$ cat src/rtl/des_round_engine.sv
// des_round_engine: iterative DES encrypt/decrypt core, one Feistel round per clock.
// Contains IP/FP, E, S1-S8, P and the PC-1/rotate/PC-2 key schedule.
// Define DES_KEY_PARITY_EN to enable per-byte odd-parity checking of the key (key_err).
module des_round_engine #(
    parameter int unsigned ROUNDS = 16
) (
    input  logic        clk,
    input  logic        rst_n,
    input  logic        start,
    input  logic        decrypt,
    input  logic [63:0] key,
    input  logic [63:0] din,
    output logic [63:0] dout,
    output logic        busy,
    output logic        done,
    output logic        key_err
);

    localparam logic [4:0] CNT_LAST = 5'(ROUNDS);

    // Tables use FIPS numbering: entry value 1 refers to the MSB of the source vector.
    localparam int IP_T [64] = '{
        58, 50, 42, 34, 26, 18, 10, 2,  60, 52, 44, 36, 28, 20, 12, 4,
        62, 54, 46, 38, 30, 22, 14, 6,  64, 56, 48, 40, 32, 24, 16, 8,
        57, 49, 41, 33, 25, 17,  9, 1,  59, 51, 43, 35, 27, 19, 11, 3,
        61, 53, 45, 37, 29, 21, 13, 5,  63, 55, 47, 39, 31, 23, 15, 7
    };

    localparam int FP_T [64] = '{
        40, 8, 48, 16, 56, 24, 64, 32,  39, 7, 47, 15, 55, 23, 63, 31,
        38, 6, 46, 14, 54, 22, 62, 30,  37, 5, 45, 13, 53, 21, 61, 29,
        36, 4, 44, 12, 52, 20, 60, 28,  35, 3, 43, 11, 51, 19, 59, 27,
        34, 2, 42, 10, 50, 18, 58, 26,  33, 1, 41,  9, 49, 17, 57, 25
    };

    localparam int E_T [48] = '{
        32,  1,  2,  3,  4,  5,   4,  5,  6,  7,  8,  9,
         8,  9, 10, 11, 12, 13,  12, 13, 14, 15, 16, 17,
        16, 17, 18, 19, 20, 21,  20, 21, 22, 23, 24, 25,
        24, 25, 26, 27, 28, 29,  28, 29, 30, 31, 32,  1
    };

    localparam int P_T [32] = '{
        16,  7, 20, 21, 29, 12, 28, 17,   1, 15, 23, 26,  5, 18, 31, 10,
         2,  8, 24, 14, 32, 27,  3,  9,  19, 13, 30,  6, 22, 11,  4, 25
    };

    localparam int PC1_T [56] = '{
        57, 49, 41, 33, 25, 17,  9,   1, 58, 50, 42, 34, 26, 18,
        10,  2, 59, 51, 43, 35, 27,  19, 11,  3, 60, 52, 44, 36,
        63, 55, 47, 39, 31, 23, 15,   7, 62, 54, 46, 38, 30, 22,
        14,  6, 61, 53, 45, 37, 29,  21, 13,  5, 28, 20, 12,  4
    };

    localparam int PC2_T [48] = '{
        14, 17, 11, 24,  1,  5,   3, 28, 15,  6, 21, 10,
        23, 19, 12,  4, 26,  8,  16,  7, 27, 20, 13,  2,
        41, 52, 31, 37, 47, 55,  30, 40, 51, 45, 33, 48,
        44, 49, 39, 56, 34, 53,  46, 42, 50, 36, 29, 32
    };

    // S1..S8, each 4 rows x 16 columns, indexed {box, row, column}.
    localparam logic [3:0] S_TAB [512] = '{
        14,  4, 13,  1,  2, 15, 11,  8,  3, 10,  6, 12,  5,  9,  0,  7,
         0, 15,  7,  4, 14,  2, 13,  1, 10,  6, 12, 11,  9,  5,  3,  8,
         4,  1, 14,  8, 13,  6,  2, 11, 15, 12,  9,  7,  3, 10,  5,  0,
        15, 12,  8,  2,  4,  9,  1,  7,  5, 11,  3, 14, 10,  0,  6, 13,

        15,  1,  8, 14,  6, 11,  3,  4,  9,  7,  2, 13, 12,  0,  5, 10,
         3, 13,  4,  7, 15,  2,  8, 14, 12,  0,  1, 10,  6,  9, 11,  5,
         0, 14,  7, 11, 10,  4, 13,  1,  5,  8, 12,  6,  9,  3,  2, 15,
        13,  8, 10,  1,  3, 15,  4,  2, 11,  6,  7, 12,  0,  5, 14,  9,

        10,  0,  9, 14,  6,  3, 15,  5,  1, 13, 12,  7, 11,  4,  2,  8,
        13,  7,  0,  9,  3,  4,  6, 10,  2,  8,  5, 14, 12, 11, 15,  1,
        13,  6,  4,  9,  8, 15,  3,  0, 11,  1,  2, 12,  5, 10, 14,  7,
         1, 10, 13,  0,  6,  9,  8,  7,  4, 15, 14,  3, 11,  5,  2, 12,

         7, 13, 14,  3,  0,  6,  9, 10,  1,  2,  8,  5, 11, 12,  4, 15,
        13,  8, 11,  5,  6, 15,  0,  3,  4,  7,  2, 12,  1, 10, 14,  9,
        10,  6,  9,  0, 12, 11,  7, 13, 15,  1,  3, 14,  5,  2,  8,  4,
         3, 15,  0,  6, 10,  1, 13,  8,  9,  4,  5, 11, 12,  7,  2, 14,

         2, 12,  4,  1,  7, 10, 11,  6,  8,  5,  3, 15, 13,  0, 14,  9,
        14, 11,  2, 12,  4,  7, 13,  1,  5,  0, 15, 10,  3,  9,  8,  6,
         4,  2,  1, 11, 10, 13,  7,  8, 15,  9, 12,  5,  6,  3,  0, 14,
        11,  8, 12,  7,  1, 14,  2, 13,  6, 15,  0,  9, 10,  4,  5,  3,

        12,  1, 10, 15,  9,  2,  6,  8,  0, 13,  3,  4, 14,  7,  5, 11,
        10, 15,  4,  2,  7, 12,  9,  5,  6,  1, 13, 14,  0, 11,  3,  8,
         9, 14, 15,  5,  2,  8, 12,  3,  7,  0,  4, 10,  1, 13, 11,  6,
         4,  3,  2, 12,  9,  5, 15, 10, 11, 14,  1,  7,  6,  0,  8, 13,

         4, 11,  2, 14, 15,  0,  8, 13,  3, 12,  9,  7,  5, 10,  6,  1,
        13,  0, 11,  7,  4,  9,  1, 10, 14,  3,  5, 12,  2, 15,  8,  6,
         1,  4, 11, 13, 12,  3,  7, 14, 10, 15,  6,  8,  0,  5,  9,  2,
         6, 11, 13,  8,  1,  4, 10,  7,  9,  5,  0, 15, 14,  2,  3, 12,

        13,  2,  8,  4,  6, 15, 11,  1, 10,  9,  3, 14,  5,  0, 12,  7,
         1, 15, 13,  8, 10,  3,  7,  4, 12,  5,  6, 11,  0, 14,  9,  2,
         7, 11,  4,  1,  9, 12, 14,  2,  0,  6, 10, 13, 15,  3,  5,  8,
         2,  1, 14,  7,  4, 10,  8, 13, 15, 12,  9,  0,  3,  5,  6, 11
    };

    function automatic logic [63:0] f_ip(input logic [63:0] x);
        logic [63:0] y;
        y = '0;
        for (int k = 0; k < 64; k++) y[6'(63 - k)] = x[6'(64 - IP_T[k])];
        return y;
    endfunction

    function automatic logic [63:0] f_fp(input logic [63:0] x);
        logic [63:0] y;
        y = '0;
        for (int k = 0; k < 64; k++) y[6'(63 - k)] = x[6'(64 - FP_T[k])];
        return y;
    endfunction

    function automatic logic [55:0] f_pc1(input logic [63:0] x);
        logic [55:0] y;
        y = '0;
        for (int k = 0; k < 56; k++) y[6'(55 - k)] = x[6'(64 - PC1_T[k])];
        return y;
    endfunction

    function automatic logic [47:0] f_pc2(input logic [55:0] x);
        logic [47:0] y;
        y = '0;
        for (int k = 0; k < 48; k++) y[6'(47 - k)] = x[6'(56 - PC2_T[k])];
        return y;
    endfunction

    function automatic logic [47:0] f_e(input logic [31:0] x);
        logic [47:0] y;
        y = '0;
        for (int k = 0; k < 48; k++) y[6'(47 - k)] = x[5'(32 - E_T[k])];
        return y;
    endfunction

    function automatic logic [31:0] f_p(input logic [31:0] x);
        logic [31:0] y;
        y = '0;
        for (int k = 0; k < 32; k++) y[5'(31 - k)] = x[5'(32 - P_T[k])];
        return y;
    endfunction

    // Each 6-bit group b1..b6: row = b1b6, column = b2..b5; S1 takes the upper group.
    function automatic logic [31:0] f_sbox(input logic [47:0] x);
        logic [31:0] y;
        logic [5:0]  six;
        y = '0;
        for (int s = 0; s < 8; s++) begin
            six = x[47 - 6 * s -: 6];
            y[31 - 4 * s -: 4] = S_TAB[{3'(s), six[5], six[0], six[4:1]}];
        end
        return y;
    endfunction

    // Rounds 1, 2, 9 and 16 rotate by one position, all others by two.
    function automatic logic f_one_shift(input logic [4:0] i);
        return (i == 5'd1) || (i == 5'd2) || (i == 5'd9) || (i == 5'd16);
    endfunction

    typedef enum logic [0:0] {StIdle, StRun} state_e;

    state_e      r_state;
    logic [4:0]  r_cnt;
    logic [31:0] r_l;
    logic [31:0] r_r;
    logic [27:0] r_c;
    logic [27:0] r_d;
    logic        r_dec;
    logic [63:0] r_dout;
    logic        r_busy;
    logic        r_done;

    logic        w_accept;
    logic        w_one;
    logic [27:0] w_c_next;
    logic [27:0] w_d_next;
    logic [47:0] w_k;
    logic [31:0] w_f;
    logic [31:0] w_l_new;
    logic [31:0] w_r_new;

    assign w_accept = (r_state == StIdle) && start;

    // Single-cycle round: key schedule step, subkey selection and Feistel function.
    always_comb begin
        w_one = r_dec ? f_one_shift(5'd17 - r_cnt) : f_one_shift(r_cnt);
        if (r_dec) begin
            // Decrypt uses the current C,D for its subkey, then rotates right.
            w_c_next = w_one ? {r_c[0], r_c[27:1]} : {r_c[1:0], r_c[27:2]};
            w_d_next = w_one ? {r_d[0], r_d[27:1]} : {r_d[1:0], r_d[27:2]};
            w_k      = f_pc2({r_c, r_d});
        end else begin
            w_c_next = w_one ? {r_c[26:0], r_c[27]} : {r_c[25:0], r_c[27:26]};
            w_d_next = w_one ? {r_d[26:0], r_d[27]} : {r_d[25:0], r_d[27:26]};
            w_k      = f_pc2({w_c_next, w_d_next});
        end
        w_f     = f_p(f_sbox(f_e(r_r) ^ w_k));
        w_l_new = r_r;
        w_r_new = r_l ^ w_f;
    end

    // Control FSM and datapath registers: load on start, iterate, emit result after last round.
    always_ff @(posedge clk or negedge rst_n) begin
        if (!rst_n) begin
            r_state <= StIdle;
            r_cnt   <= '0;
            r_l     <= '0;
            r_r     <= '0;
            r_c     <= '0;
            r_d     <= '0;
            r_dec   <= 1'b0;
            r_dout  <= '0;
            r_busy  <= 1'b0;
            r_done  <= 1'b0;
        end else begin
            r_done <= 1'b0;
            unique case (r_state)
                StIdle: begin
                    if (start) begin
                        {r_l, r_r} <= f_ip(din);
                        {r_c, r_d} <= f_pc1(key);
                        r_dec      <= decrypt;
                        r_cnt      <= 5'd1;
                        r_busy     <= 1'b1;
                        r_state    <= StRun;
                    end
                end
                StRun: begin
                    r_l <= w_l_new;
                    r_r <= w_r_new;
                    r_c <= w_c_next;
                    r_d <= w_d_next;
                    if (r_cnt == CNT_LAST) begin
                        // Halves are swapped before the final permutation.
                        r_dout  <= f_fp({w_r_new, w_l_new});
                        r_done  <= 1'b1;
                        r_busy  <= 1'b0;
                        r_cnt   <= '0;
                        r_state <= StIdle;
                    end else begin
                        r_cnt <= r_cnt + 5'd1;
                    end
                end
                default: r_state <= StIdle;
            endcase
        end
    end

    assign dout = r_dout;
    assign busy = r_busy;
    assign done = r_done;

`ifdef DES_KEY_PARITY_EN
    // A key byte with an even number of ones violates DES odd parity.
    function automatic logic f_parity_bad(input logic [63:0] k);
        logic bad;
        bad = 1'b0;
        for (int b = 0; b < 8; b++) bad = bad | ~(^k[8 * b +: 8]);
        return bad;
    endfunction

    logic r_key_err;

    // Parity flag is captured with the key and held until the next accepted start.
    always_ff @(posedge clk or negedge rst_n) begin
        if (!rst_n) begin
            r_key_err <= 1'b0;
        end else if (w_accept) begin
            r_key_err <= f_parity_bad(key);
        end
    end

    assign key_err = r_key_err;
`else
    assign key_err = 1'b0;
`endif

endmodule

$ cat config.mk
export PLATFORM = sky130hd
export DESIGN_NAME = des_round_engine
export DESIGN_NICKNAME = d
export VERILOG_FILES = /design/src/rtl/des_round_engine.sv
export SDC_FILE = /design/constraint.sdc
export NUM_CORES = 1
export LEC_CHECK = 0
export ABC_AREA = 1
export CAP_MARGIN = 15
export CORE_ASPECT_RATIO = 1.5
export CORE_UTILIZATION = 35
export DETAILED_ROUTE_END_ITERATION = 6
export PLACE_DENSITY = 0.69
export SLEW_MARGIN = 20
export SYNTH_ARGS = -nofsm -noshare
export SYNTH_HDL_FRONTEND = slang
export SYNTH_SLANG_ARGS = --single-unit
$ cat constraint.sdc
create_clock -name clk -period 3.4 [get_ports clk]
set_input_delay 0.68 -clock clk [delete_from_list [all_inputs] [get_ports clk]]
set_output_delay 0.68 -clock clk [all_outputs]
set_load 0.01 [all_outputs]
==> impl_metrics.json <==
{
  "ctsHoldBuffers": 0,
  "hold_viol_final": 0,
  "synth-warning-count": 0,
  "clock_sinks": 88,
  "fillers": 1860,
  "gp_congestion": 0.880,
  "crit_type": "flip-flop to flip-flop",
  "endpoint_kind": "flip-flop",
  "cp.required_ns": 3.63,
  "ctsRootBufferMaster": "clkbuf_16",
  "worst_pin_slew_ns": 0.893,
  "postLayoutCoreUtil_pct": 40.7,
  "dp_cells": 1132,
  "period_needed_ns": 3.13,
  "synth_ff_type": "dfrtp_1",
  "dr_total_vias": 5934,
  "ff2ff_path_depth": 22,
  "slowest_delay_ns": 0.44,
  "finalCritPeriodShare_pct": 92.0,
  "cp.arrival_ns": 3.36,
  "wl_per_cell_um": 14.4,
  "fin_nets": 1089,
  "finClkSkew_ns": 0.00898,
  "clockBufferDepth": 2,
  "grt_usage_pct": 18.0,
  "path_clk_slew_ns": 0.07,
  "firstDrtPassIters": 5,
  "grt_antenna_before_repair": 0,
  "drt-initial-drc-count": 430,
  "r2r-start": "r_cnt[2]",
  "slew_headroom_pct": 40.4,
  "clk_latency_ns": 0.34,
  "ys_seq_area_share_pct": 34.1,
  "setup_tns_ns": 0,
  "cap_violations": 0,
  "regToRegSetupSlack_ns": 0.27,
  "cpMostUsedCell": "nand3_1",
  "diodes": 0,
  "fp.dieH_um": 168,
  "row_count": 60,
  "timing.rr.end": "r_r[0]",
  "io_buffers": 49,
  "synth_seq_cells": 88,
  "syn_avg_cell_area_um2": 7.26,
  "grt_pass1_wl_mm": 27.4,
  "htreeDepth": 3,
  "synthArstFlopShare_pct": 100,
  "drc_errors": 0,
  "finalSetupViolCount": 0,
  "first_global_vias": 5651,
  "crit_chain": "inv_1 > ha_1 > inv_1 > nand2_1 > nor2_1 > a21oi_2 > nand2_4 > nand2_8 > nand2_2 > nand3_2 > nand3_1 > nand2_2 > ha_1 > or2_2 > nand3_1 > nand3_1 > nand3_1 > nand3_1 > nand2_1 > nand2_1 > nand3_1 > nand2_1",
  "instances_no_fill": 1152,
  "die-area_um2": 19000,
  "use_met3_pct": 2.16,
  "cts_tree": "built",
  "synth_area_um2": 6450,
  "boundaryPins": 199,
  "cpMaxStageDelayCell": "dfrtp_2",
  "synth-edff-count": 0,
  "layout-drive-gt1-share_pct": 11.3,
  "slew_violations": 0,
  "status": "finished clean",
  "critPathMaxFanout": 12,
  "ant_nets": 0,
  "floorplan.initialDensity_pct": 35.8,
  "met1_usage_pct": 20.4,
  "via_per_inst": 5.15,
  "synthCells": 888,
  "path_buf_inv": 2,
  "hpwl_mm": 11.8,
  "startpoint_type": "flip-flop",
  "grt_use_met2_pct": 33.2,
  "grt_max_degree": 60,
  "hold_path.class": "primary input to asynchronous set/reset pin",
  "critPathTopFamily": "simple AND/OR/NAND/NOR gates",
  "area_delta_synth_final_pct": 13.7,
  "grt_busiest_layer": "met2",
  "max_freq_ghz": 0.320,
  "core_um2": 18000,
  "yosys.cell_types.count": 43,
  "cts_buffers": 9,
  "dieWidth_um": 113,
  "wirelength_mm": 16.6,
  "gr-total-overflow": 0
}
## cell usage after synthesis (all sizes together), types with 2 or more instances
library cell / n / area share [%]
dfrtp: 88 / 34
nand2: 281 / 17
clkbuf: 20 / 1.2
o22ai: 11 / 1.1
inv: 100 / 5.9
a221o: 4 / 0.62
buf: 63 / 7.4
a22oi: 3 / 0.35
ha: 27 / 5.2
nor2: 14 / 0.85
nand3: 143 / 12
xor2: 5 / 0.91
o211ai: 27 / 4.0
a21oi: 11 / 0.97
xnor2: 2 / 0.27
o21ai: 79 / 6.5
## worst max-delay path by stage
| stage | end | cells after the start | slack [ns] | start |
|---|---|---|---|---|
| 2_1_floorplan | r_r[0] | 25 | 0.53 | r_cnt[1] |
| 3_3_place_gp | r_r[3] | 24 | 0.12 | r_cnt[1] |
| 3_5_place_dp | r_r[0] | 22 | 0.11 | r_cnt[1] |
| 4_1_cts | r_r[0] | 22 | 0.09 | r_cnt[1] |
| 5_1_grt | r_r[0] | 23 | -0.02 | r_cnt[2] |
| 6_report | r_r[0] | 22 | 0.27 | r_cnt[2] |
## state kept, by name (all words and copies together) (netlist names)
name and cells:
dout 16, r_dec 1, r_state 1, busy 1, r_cnt 5, r_l 15
done 1, r_r 20, r_d 28
## cells in the final DEF (no fill, tap or decap), types with 2 or more instances in the layout
master             n
o21ai_1            3
xor2_2             2
o21ai_0           70
a22oi_1            3
a21oi_1            9
clkdlybuf4s50_1   48
nand3_1          126
clkinv_4           2
o22ai_1           11
inv_1             91
buf_4             15
xnor2_1            2
nor2_1            12
ha_1              27
o21ai_2            6
buf_12             2
nand2_4            4
o211ai_4           2
nand2_2           17
clkbuf_16          9
nor2_2             2
nand3_2           17
inv_6              2
nand2_1          259
a221o_1            4
xor2_1             3
o211ai_1          18
dfrtp_1           87
conb_1            49
inv_2              8
a21oi_2            2
o211ai_2           7
## stage by stage
stage	area, um2	setup WS [ns]	hold slack [ns]
after floorplan	6630	0.534	0.384
after global placement	6960	0.125	0.469
after detailed placement	6960	0.113	0.473
after CTS	7250	0.0892	0.447
after global routing	7330	-0.0232	0.476
final	7330	0.272	0.421
## cell families (layout without fill, tap and decap cells)
logic type,Yosys count,count (layout),share of synthesized area [%]
buffers and inverters,184,183,14.5
XOR/XNOR,7,7,1.18
AND/OR/NAND/NOR,440,440,30.6
adder cells (fa/ha/maj),27,27,5.24
other,1,49,0.0581
flip-flops,88,88,34.1
AO/OA/AOI/OAI,141,141,14.3
## timing repair
action                     4_1_cts  5_1_grt
setup buffers                    0        4
gates resized for setup          0       12
setup endpoints to repair        0        7
## layer usage
layer  vias up  part of all wire, %
li1       2893                    -
met1      2799                   39
met5         -                    0
met4         0                  3.0
met2       208                   53
met3        34                  4.8
## layout make-up
cell class / instances / area, um2 / area share (%)
clock buffer: 10 / 239 / 3.26
multi-input combinational: 664 / 3540 / 48.3
inverter: 101 / 382 / 5.20
clock inverter: 6 / 51.3 / 0.700
timing repair buffer: 66 / 644 / 8.79
tap: 217 / 272 / 3.70
sequential: 88 / 2200 / 30.1
Power is left out: the tool's default activity adds up to more than one toggle a clock period on the data nets, which glitch-free logic cannot reach.
